`src/rtl/mem_arbiter.sv`:
```
// mem_arbiter: serialises CPU load/store and host debug accesses onto one
// single-port synchronous data RAM. Reads take 3 cycles to ack, writes 2.
// Optional build macro MEM_ARB_RR_EN selects a round-robin tie-break;
// without it the CPU always wins simultaneous requests.
module mem_arbiter #(
    parameter int DATA_WIDTH = 16,
    parameter int ADDR_WIDTH = 8
) (
    input  logic                  clk,
    input  logic                  reset,
    // CPU load/store path
    input  logic [DATA_WIDTH-1:0] cpu_addr,
    input  logic [DATA_WIDTH-1:0] cpu_wdata,
    input  logic                  cpu_get,
    input  logic                  cpu_set,
    output logic [DATA_WIDTH-1:0] cpu_rdata,
    output logic                  cpu_ack,
    // host debug bus
    input  logic [ADDR_WIDTH-1:0] host_addr,
    input  logic [DATA_WIDTH-1:0] host_wdata,
    input  logic                  host_read,
    input  logic                  host_write,
    output logic [DATA_WIDTH-1:0] host_rdata,
    output logic                  host_ack,
    // data RAM port
    output logic [ADDR_WIDTH-1:0] ram_addr,
    output logic [DATA_WIDTH-1:0] ram_wdata,
    output logic                  ram_en,
    output logic                  ram_we,
    input  logic [DATA_WIDTH-1:0] ram_rdata,
    // status
    output logic                  busy,
    output logic [1:0]            state
);

    typedef enum logic [1:0] {
        IDLE   = 2'd0,
        ACCESS = 2'd1,
        RDWAIT = 2'd2
    } state_t;

    // One candidate access as presented to the RAM.
    typedef struct packed {
        logic                  host;
        logic                  wr;
        logic [ADDR_WIDTH-1:0] addr;
        logic [DATA_WIDTH-1:0] wdata;
    } grant_t;

    state_t                st_q, st_d;
    logic                  own_host_q, own_host_d;
    logic                  op_wr_q, op_wr_d;
    logic [ADDR_WIDTH-1:0] ram_addr_d;
    logic [DATA_WIDTH-1:0] ram_wdata_d;
    logic                  ram_en_d, ram_we_d;
    logic                  cpu_ack_d, host_ack_d;
    logic [DATA_WIDTH-1:0] cpu_rdata_d, host_rdata_d;

    logic                  cpu_req, host_req, any_req, pick_host;
    grant_t                cpu_gnt, host_gnt, gnt;

    // A requester acked this cycle is still holding its old request; mask it.
    // Asserting set alongside get makes the access a write.
    assign cpu_req  = (cpu_get | cpu_set) & ~cpu_ack;
    assign host_req = (host_read | host_write) & ~host_ack;
    assign any_req  = cpu_req | host_req;

    assign cpu_gnt  = '{host: 1'b0, wr: cpu_set, addr: cpu_addr[ADDR_WIDTH-1:0],
                        wdata: cpu_wdata};
    assign host_gnt = '{host: 1'b1, wr: host_write, addr: host_addr,
                        wdata: host_wdata};

    // Upper CPU address bits are outside the RAM and deliberately ignored.
    generate
        if (DATA_WIDTH > ADDR_WIDTH) begin : g_addr_hi
            logic unused_addr_hi;
            assign unused_addr_hi = ^cpu_addr[DATA_WIDTH-1:ADDR_WIDTH];
        end
    endgenerate

`ifdef MEM_ARB_RR_EN
    logic last_host_q;

    // On a tie the requester that did not win the previous grant goes first.
    assign pick_host = host_req & (~cpu_req | ~last_host_q);

    // Track the last winner; reset to host so the CPU takes the first tie.
    always_ff @(posedge clk) begin
        if (reset)
            last_host_q <= 1'b1;
        else if (st_q == IDLE && any_req)
            last_host_q <= pick_host;
    end
`else
    // Fixed priority: the host only wins when the CPU is not asking.
    assign pick_host = host_req & ~cpu_req;
`endif

    assign gnt = pick_host ? host_gnt : cpu_gnt;

    // Next-state and next-register values; everything holds unless changed.
    always_comb begin
        st_d         = st_q;
        own_host_d   = own_host_q;
        op_wr_d      = op_wr_q;
        ram_addr_d   = ram_addr;
        ram_wdata_d  = ram_wdata;
        ram_en_d     = 1'b0;
        ram_we_d     = 1'b0;
        cpu_ack_d    = 1'b0;
        host_ack_d   = 1'b0;
        cpu_rdata_d  = cpu_rdata;
        host_rdata_d = host_rdata;

        case (st_q)
            IDLE: begin
                if (any_req) begin
                    own_host_d  = gnt.host;
                    op_wr_d     = gnt.wr;
                    ram_addr_d  = gnt.addr;
                    ram_wdata_d = gnt.wdata;
                    ram_en_d    = 1'b1;
                    ram_we_d    = gnt.wr;
                    st_d        = ACCESS;
                end
            end
            ACCESS: begin
                // RAM samples en/we this cycle; a write is done after it.
                if (op_wr_q) begin
                    cpu_ack_d  = ~own_host_q;
                    host_ack_d = own_host_q;
                    st_d       = IDLE;
                end else begin
                    st_d = RDWAIT;
                end
            end
            RDWAIT: begin
                // Read data is valid now; only the owner's copy is updated.
                if (own_host_q)
                    host_rdata_d = ram_rdata;
                else
                    cpu_rdata_d = ram_rdata;
                cpu_ack_d  = ~own_host_q;
                host_ack_d = own_host_q;
                st_d       = IDLE;
            end
            default: begin
                st_d = IDLE;
            end
        endcase
    end

    // State and registered outputs; reset aborts any access in flight.
    always_ff @(posedge clk) begin
        if (reset) begin
            st_q       <= IDLE;
            own_host_q <= 1'b0;
            op_wr_q    <= 1'b0;
            ram_addr   <= '0;
            ram_wdata  <= '0;
            ram_en     <= 1'b0;
            ram_we     <= 1'b0;
            cpu_ack    <= 1'b0;
            host_ack   <= 1'b0;
            cpu_rdata  <= '0;
            host_rdata <= '0;
        end else begin
            st_q       <= st_d;
            own_host_q <= own_host_d;
            op_wr_q    <= op_wr_d;
            ram_addr   <= ram_addr_d;
            ram_wdata  <= ram_wdata_d;
            ram_en     <= ram_en_d;
            ram_we     <= ram_we_d;
            cpu_ack    <= cpu_ack_d;
            host_ack   <= host_ack_d;
            cpu_rdata  <= cpu_rdata_d;
            host_rdata <= host_rdata_d;
        end
    end

    assign busy  = (st_q != IDLE);
    assign state = st_q;

    // Invariants: acks are exclusive single-cycle pulses; RAM enable only in ACCESS.
    a_ack_onehot: assert property (@(posedge clk) disable iff (reset)
        !(cpu_ack && host_ack));
    a_cpu_ack_pulse: assert property (@(posedge clk) disable iff (reset)
        cpu_ack |=> !cpu_ack);
    a_host_ack_pulse: assert property (@(posedge clk) disable iff (reset)
        host_ack |=> !host_ack);
    a_en_in_access: assert property (@(posedge clk) disable iff (reset)
        ram_en |-> (st_q == ACCESS));
    a_we_needs_en: assert property (@(posedge clk) disable iff (reset)
        ram_we |-> ram_en);

endmodule

```
`config.mk`:
```
export PLATFORM = sky130hd
export DESIGN_NAME = mem_arbiter
export DESIGN_NICKNAME = d
export VERILOG_FILES = /design/src/rtl/mem_arbiter.sv
export SDC_FILE = /design/constraint.sdc
export NUM_CORES = 1
export LEC_CHECK = 0
export CORE_ASPECT_RATIO = 1.75
export CORE_MARGIN = 2
export CORE_UTILIZATION = 39
export CTS_CLUSTER_DIAMETER = 200
export CTS_CLUSTER_SIZE = 25
export DETAILED_ROUTE_END_ITERATION = 10
export MAX_ROUTING_LAYER = met4
export PLACE_DENSITY = 0.83
export SLEW_MARGIN = 20
export SYNTH_ARGS = -nofsm -noshare
export SYNTH_HDL_FRONTEND = slang
export SYNTH_SLANG_ARGS = --single-unit
```
`constraint.sdc`:
```
create_clock -name clk -period 2 [get_ports clk]
set_clock_uncertainty 0.05 [all_clocks]
set_input_delay 0.2 -clock clk [delete_from_list [all_inputs] [get_ports clk]]
set_output_delay 0.2 -clock clk [all_outputs]
set_load 0.01 [all_outputs]
```
==> flow_summary.ini, run 1 <==
[status]
outcome = finished, final reports clean

[grt]
grt_pass1_vias = 2611
grt_max_degree = 26
use_met1_pct = 21.57
grt_pass1_wl_um = 11780
grt_busiest_layer = met2
antenna_found_initial = 0
use_met2_pct = 35.49
overflow = 0
use_met3_pct = 5.511
grt_usage_pct = 20.80

[clocking]
post_cts_buffers = 0
root_buffer = clkbuf_16
clk_latency_ns = 0.32
clk_pin_slew_ns = 0.05
cts_tree = built
htree_levels = 3
cts_buffers = 9
cts_sinks = 64
cts_buffer_depth = 2

[final_layout]
fin_util_pct = 64.71
syn2layout_area_growth_pct = 61.36
antennaDiodeCount = 0
design_area_um2 = 4232
final_cell_count_no_fill = 506
nNetsFinal = 501
layout-drive-gt1-share_pct = 7.075

[synthesis]
synth_warnings = 0
synth_cell_types = 31
synth_seq_cells = 64
syn_avg_cell_area_um2 = 8.890
synth_nets = 377
seq_area_frac_synth_pct = 48.85
synth_area_um2 = 2623
syn-instance-count = 295

[setup_path]
path_max_fanout = 16
critPathRequiredTime_ns = 2.20
critical_path.max_stage_delay_ns = 0.61
cp_top_family = simple AND/OR/NAND/NOR gates
crit_slowest_cell = nor2b_2
arrival_ns = 1.92
cp_num_buf_inv = 1
critPathCaptureType = flop
crit_chain = inv_1, ha_1, nor2b_2, nand2_1, a21oi_1
criticalPathCategory = flop to flop
startpoint_type = flop

[floorplanning]
core_um2 = 6539
die_area_um2 = 7423
die_y_um = 112.5
rows = 39
start_util_pct = 40.11
die-width_um = 65.99
pin_count = 141

[run]
drv_cap = 0

[detailed_routing]
drt_iter0_drc = 148
vias = 2563
avgRoutedWirePerCell_um = 14.23
drc = 0
viasPerCell = 5.065
drt-pass1-iter-count = 4
ant_nets = 0
wl_um = 7200

[sta]
period_minus_slack_ns = 1.721
slew_violations = 0
timing.final.crit_share_pct = 86.06
worstMarginPinSlew_ns = 0.6749
relSlewSlack_pct = 54.80
tns_ns = 0
rsz0062_at_grt = false
max_clock_freq_ghz = 0.5810
setup_viol = 0
hold_viol_final = 0

[power_and_ir_drop]
p_per_area_nw_per_um2 = 876.1
vdd_ir_drop_max_v = 0.0005980
total_power_mw = 3.707
p_leak_nw = 1.609

[placement]
dp_hpwl_um = 5311
placed_cells = 490
post_dp_cell_area_um2 = 3926
gp_congestion = 0.7506
place.port_buffers = 132

[min_path]
holdCritPathClass = input port to flop
==> layout make-up <==
| cell class | instances | area, um2 |
|---|---|---|
| clock inverter | 3 | 40.04 |
| fill | 571 | 2307 |
| inverter | 30 | 112.6 |
| tap | 82 | 102.6 |
| clock buffer | 13 | 260.3 |
| sequential | 64 | 1281 |
| multi-input combinational | 176 | 1071 |
| timing repair buffer | 138 | 1364 |
==> worst paths after layout <==
kind	cells past startpoint	from	slack, ns	endpoint
setup reg to reg	5	state[0]	0.28	cpu_rdata[4]
setup / recovery	5	state[0]	0.28	cpu_rdata[4]
hold reg to reg	2	host_rdata[15]	0.40	host_rdata[15]
hold / removal	2	reset	0.18	host_rdata[8]
==> what timing repair did <==
item / CTS / global route
gates resized for setup: 1 / 1
hold buffers: 0 / 0
endpoints found under the setup margin: 16 / 1
==> layer usage <==
metal	share of wire (%)	vias up
met5	0	-
met4	3.0	0
met3	5.3	18
met2	54	103
met1	37	1173
li1	-	1269
==> registers in the layout, indices dropped and copies added (netlist names), 2 cells and up <==
name,count
ram_addr,8
cpu_rdata,16
ram_wdata,16
state,2
host_rdata,16
==> logic make-up after synthesis <==
kind of cell | Yosys count | synth area share (%)
muxes | 1 | 0.3817
adders and majority gates | 4 | 1.908
AOI/OAI and AO/OA | 91 | 25.48
DFF | 64 | 48.86
and+or+nand+nor | 80 | 12.98
buffers and inverters | 55 | 10.40
==> through the flow <==
step | hold slack [ns] | setup slack, ns
after global placement | 0.3918 | 0.1128
after CTS | 0.1644 | 0.02853
after global routing | 0.1847 | 0.09693
after detailed placement | 0.3962 | -0.04911
after floorplan | 0.2833 | 0.4634
final | 0.1766 | 0.2789
==> power by group <==
part | internal, mW | switching [mW]
Combinational | 0.413 | 0.310
Clock | 1.03 | 0.516
Sequential | 1.38 | 0.0597
==> cell usage after synthesis, drive strengths merged <==
master	count	area [um2]
and4b	1	10.01
nor4b	1	8.760
and2	1	6.260
dfxtp	64	1281
nor3	3	15.01
buf	13	85.08
clkbuf	12	75.07
o21a	1	15.01
ha	4	50.05
o221a	24	270.3
nor2b	1	6.260
inv	30	112.6
a21oi	35	175.2
nand2b	2	12.51
or4	1	7.510
a31oi	25	156.4
o31ai	1	7.510
o211ai	1	7.510
mux2i	1	10.01
a211oi	1	7.510
o21ba	2	20.02
o32ai	1	8.760
nand3b	2	18.77
nand2	68	255.2
==> placed cells by master (no fill, tap or decap), types with 2 or more instances in the layout <==
cell type,synthesis,layout
nand2_1,68,68
nand2b_1,2,2
nor3_1,3,3
clkbuf_1,9,2
buf_4,1,6
dfxtp_1,64,64
a21oi_1,35,35
clkinv_2,0,2
clkbuf_8,3,2
o221a_1,19,19
inv_1,30,30
clkbuf_16,0,9
o221a_2,5,5
a31oi_1,25,25
ha_1,4,4
clkdlybuf4s50_1,0,130
(Power assumes the default switching activity.)
==> run 2: changes to the inputs <==
PLACE_DENSITY = 0.78   (was 0.83)
==> run 2 against run 1 <==
Against the previous run: global-route usage is 0.75 points higher; critical path type unchanged; power is 1.1% lower; fmax is 7.1% higher.
==> flow_summary.ini, run 2 (synthesized netlist as in run 1, its figures left out) <==
[status]
outcome = finished, final reports clean

[clocking]
clk_pin_slew_ns = 0.05
htree_levels = 3
post_cts_buffers = 0
root_buffer = clkbuf_16
cts_sinks = 64
cts_buffer_depth = 2
clk_latency_ns = 0.32
holdBufCountCts = 0
cts_buffers = 9
cts_tree = built
post_cts_resized = 0

[power_and_ir_drop]
vdd_ir_drop_max_v = 0.0004532
p_leak_nw = 1.614
p_per_area_nw_per_um2 = 865.0

[detailed_routing]
drc = 0
vias = 2641
avgRoutedWirePerCell_um = 14.75
drt-pass1-iter-count = 4
drt_iter0_drc = 153
ant_nets = 0
viasPerCell = 5.199
wl_um = 7492

[sta]
setup_viol = 0
timing.final.crit_share_pct = 80.34
tns_ns = 0
slew_violations = 0
max_clock_freq_ghz = 0.6224
hold_ws_ns = 0.2486
period_minus_slack_ns = 1.607
rsz0062_at_grt = false
relSlewSlack_pct = 60.09
hold_viol_final = 0
worstMarginPinSlew_ns = 0.5987

[grt]
grt_max_degree = 34
grt_pass1_vias = 2748
antenna_found_initial = 0
grt_pass1_wl_um = 12120
grt_usage_pct = 21.54
overflow = 0

[final_layout]
fin_util_pct = 64.81
final_common_cell = clkdlybuf4s50_1
multi_input_area_um2 = 1069
regArea_um2 = 1281
design_area_um2 = 4238
final_cell_count_no_fill = 508
layout_common_cells = 130 x clkdlybuf4s50_1, 68 x nand2_1, 64 x dfxtp_1, 35 x a21oi_1, 30 x inv_1
syn2layout_area_growth_pct = 61.59
antennaDiodeCount = 0
layout-drive-gt1-share_pct = 7.746
nNetsFinal = 504
nFillCells = 577
biggestRegsByFlops = cpu_rdata: 16 flops, host_rdata: 16 flops, ram_wdata: 16 flops

[setup_path]
critical_path.max_stage_delay_ns = 0.53
path_max_fanout = 16
reg2reg_from = state[0]
r2r_slack_ns = 0.39
crit_slowest_cell = and2_1
startpoint_type = flop
r2r_end = host_rdata[1]
worst-r2r-cell-count = 5
critPathCaptureType = flop
cp_top_family = simple AND/OR/NAND/NOR gates
criticalPathCategory = flop to flop
cp_num_buf_inv = 1
cp.depth = 5
crit_start = state[0]
endpoint = host_rdata[1]
crit_chain = inv_1, ha_1, and2_1, nand2_1, a21oi_1
critPathRequiredTime_ns = 2.20
arrival_ns = 1.80

[floorplanning]
start_util_pct = 40.11
die_y_um = 112.5
pin_count = 141
rows = 39
die-width_um = 65.99
die_area_um2 = 7423
core_um2 = 6539

[placement]
place.port_buffers = 132
placed_cells = 493
post_dp_cell_area_um2 = 3949
dp_hpwl_um = 5415
gp_congestion = 0.7775

[run]
drv_cap = 0

[min_path]
holdCritPathClass = input port to flop
-- run 2: changes by cell type in the layout (fill, tap and decap cells not counted) --
cell,before,now
buf_4,6,9
clkinv_2,2,3
clkinv_4,0,1
clkbuf_8,2,0
clkinvlp_4,0,1
clkbuf_1,2,0
nor2b_1,0,1
nor2b_2,1,0
-- run 2: layout make-up --
type / instances / share of cell area (%)
repair buffers: 141 / 32.71
flip-flops and latches: 64 / 30.23
multi-input cells: 176 / 25.21
clock buffers: 9 / 5.314
inverters: 30 / 2.657
well taps: 82 / 2.421
clock inverters: 6 / 1.447
-- run 2: routing by layer --
metal / track usage, % / vias to the layer above / part of all wire [%]
met1: 20.87 / 1232 / 36
li1: - / 1274 / -
met3: 5.110 / 22 / 5.3
met5: - / - / 0
met2: 39.73 / 113 / 56
met4: 8.571 / 0 / 2.7
-- run 2: tightest hold or removal path, delay by kind of cell --
family	cells	cell delay, ns
simple gates	1	0.08
buf+inv	2	0.21
mux	1	0.06
-- run 2: where the power goes --
part	total, mW	internal, mW	switching (mW)
Clock	1.49	0.951	0.539
Sequential	1.44	1.38	0.0616
Combinational	0.734	0.417	0.317
-- run 2: through the flow --
stage	setup WS (ns)	power, mW
after floorplan	0.4634	1.803
after global placement	0.2475	2.176
after detailed placement	0.2232	2.196
after CTS	0.03259	3.694
after global routing	0.2344	3.810
final	0.3933	3.666
-- run 2: worst min path at each step --
stage	from	to	slack [ns]	cells after the start
floorplan	ram_rdata[10]	cpu_rdata[10]	0.28	2
finish	reset	state[1]	0.25	4
global placement	host_rdata[9]	host_rdata[9]	0.39	2
global route	reset	state[1]	0.27	4
detailed placement	host_rdata[4]	host_rdata[4]	0.40	2
CTS	reset	op_wr_q	0.24	4
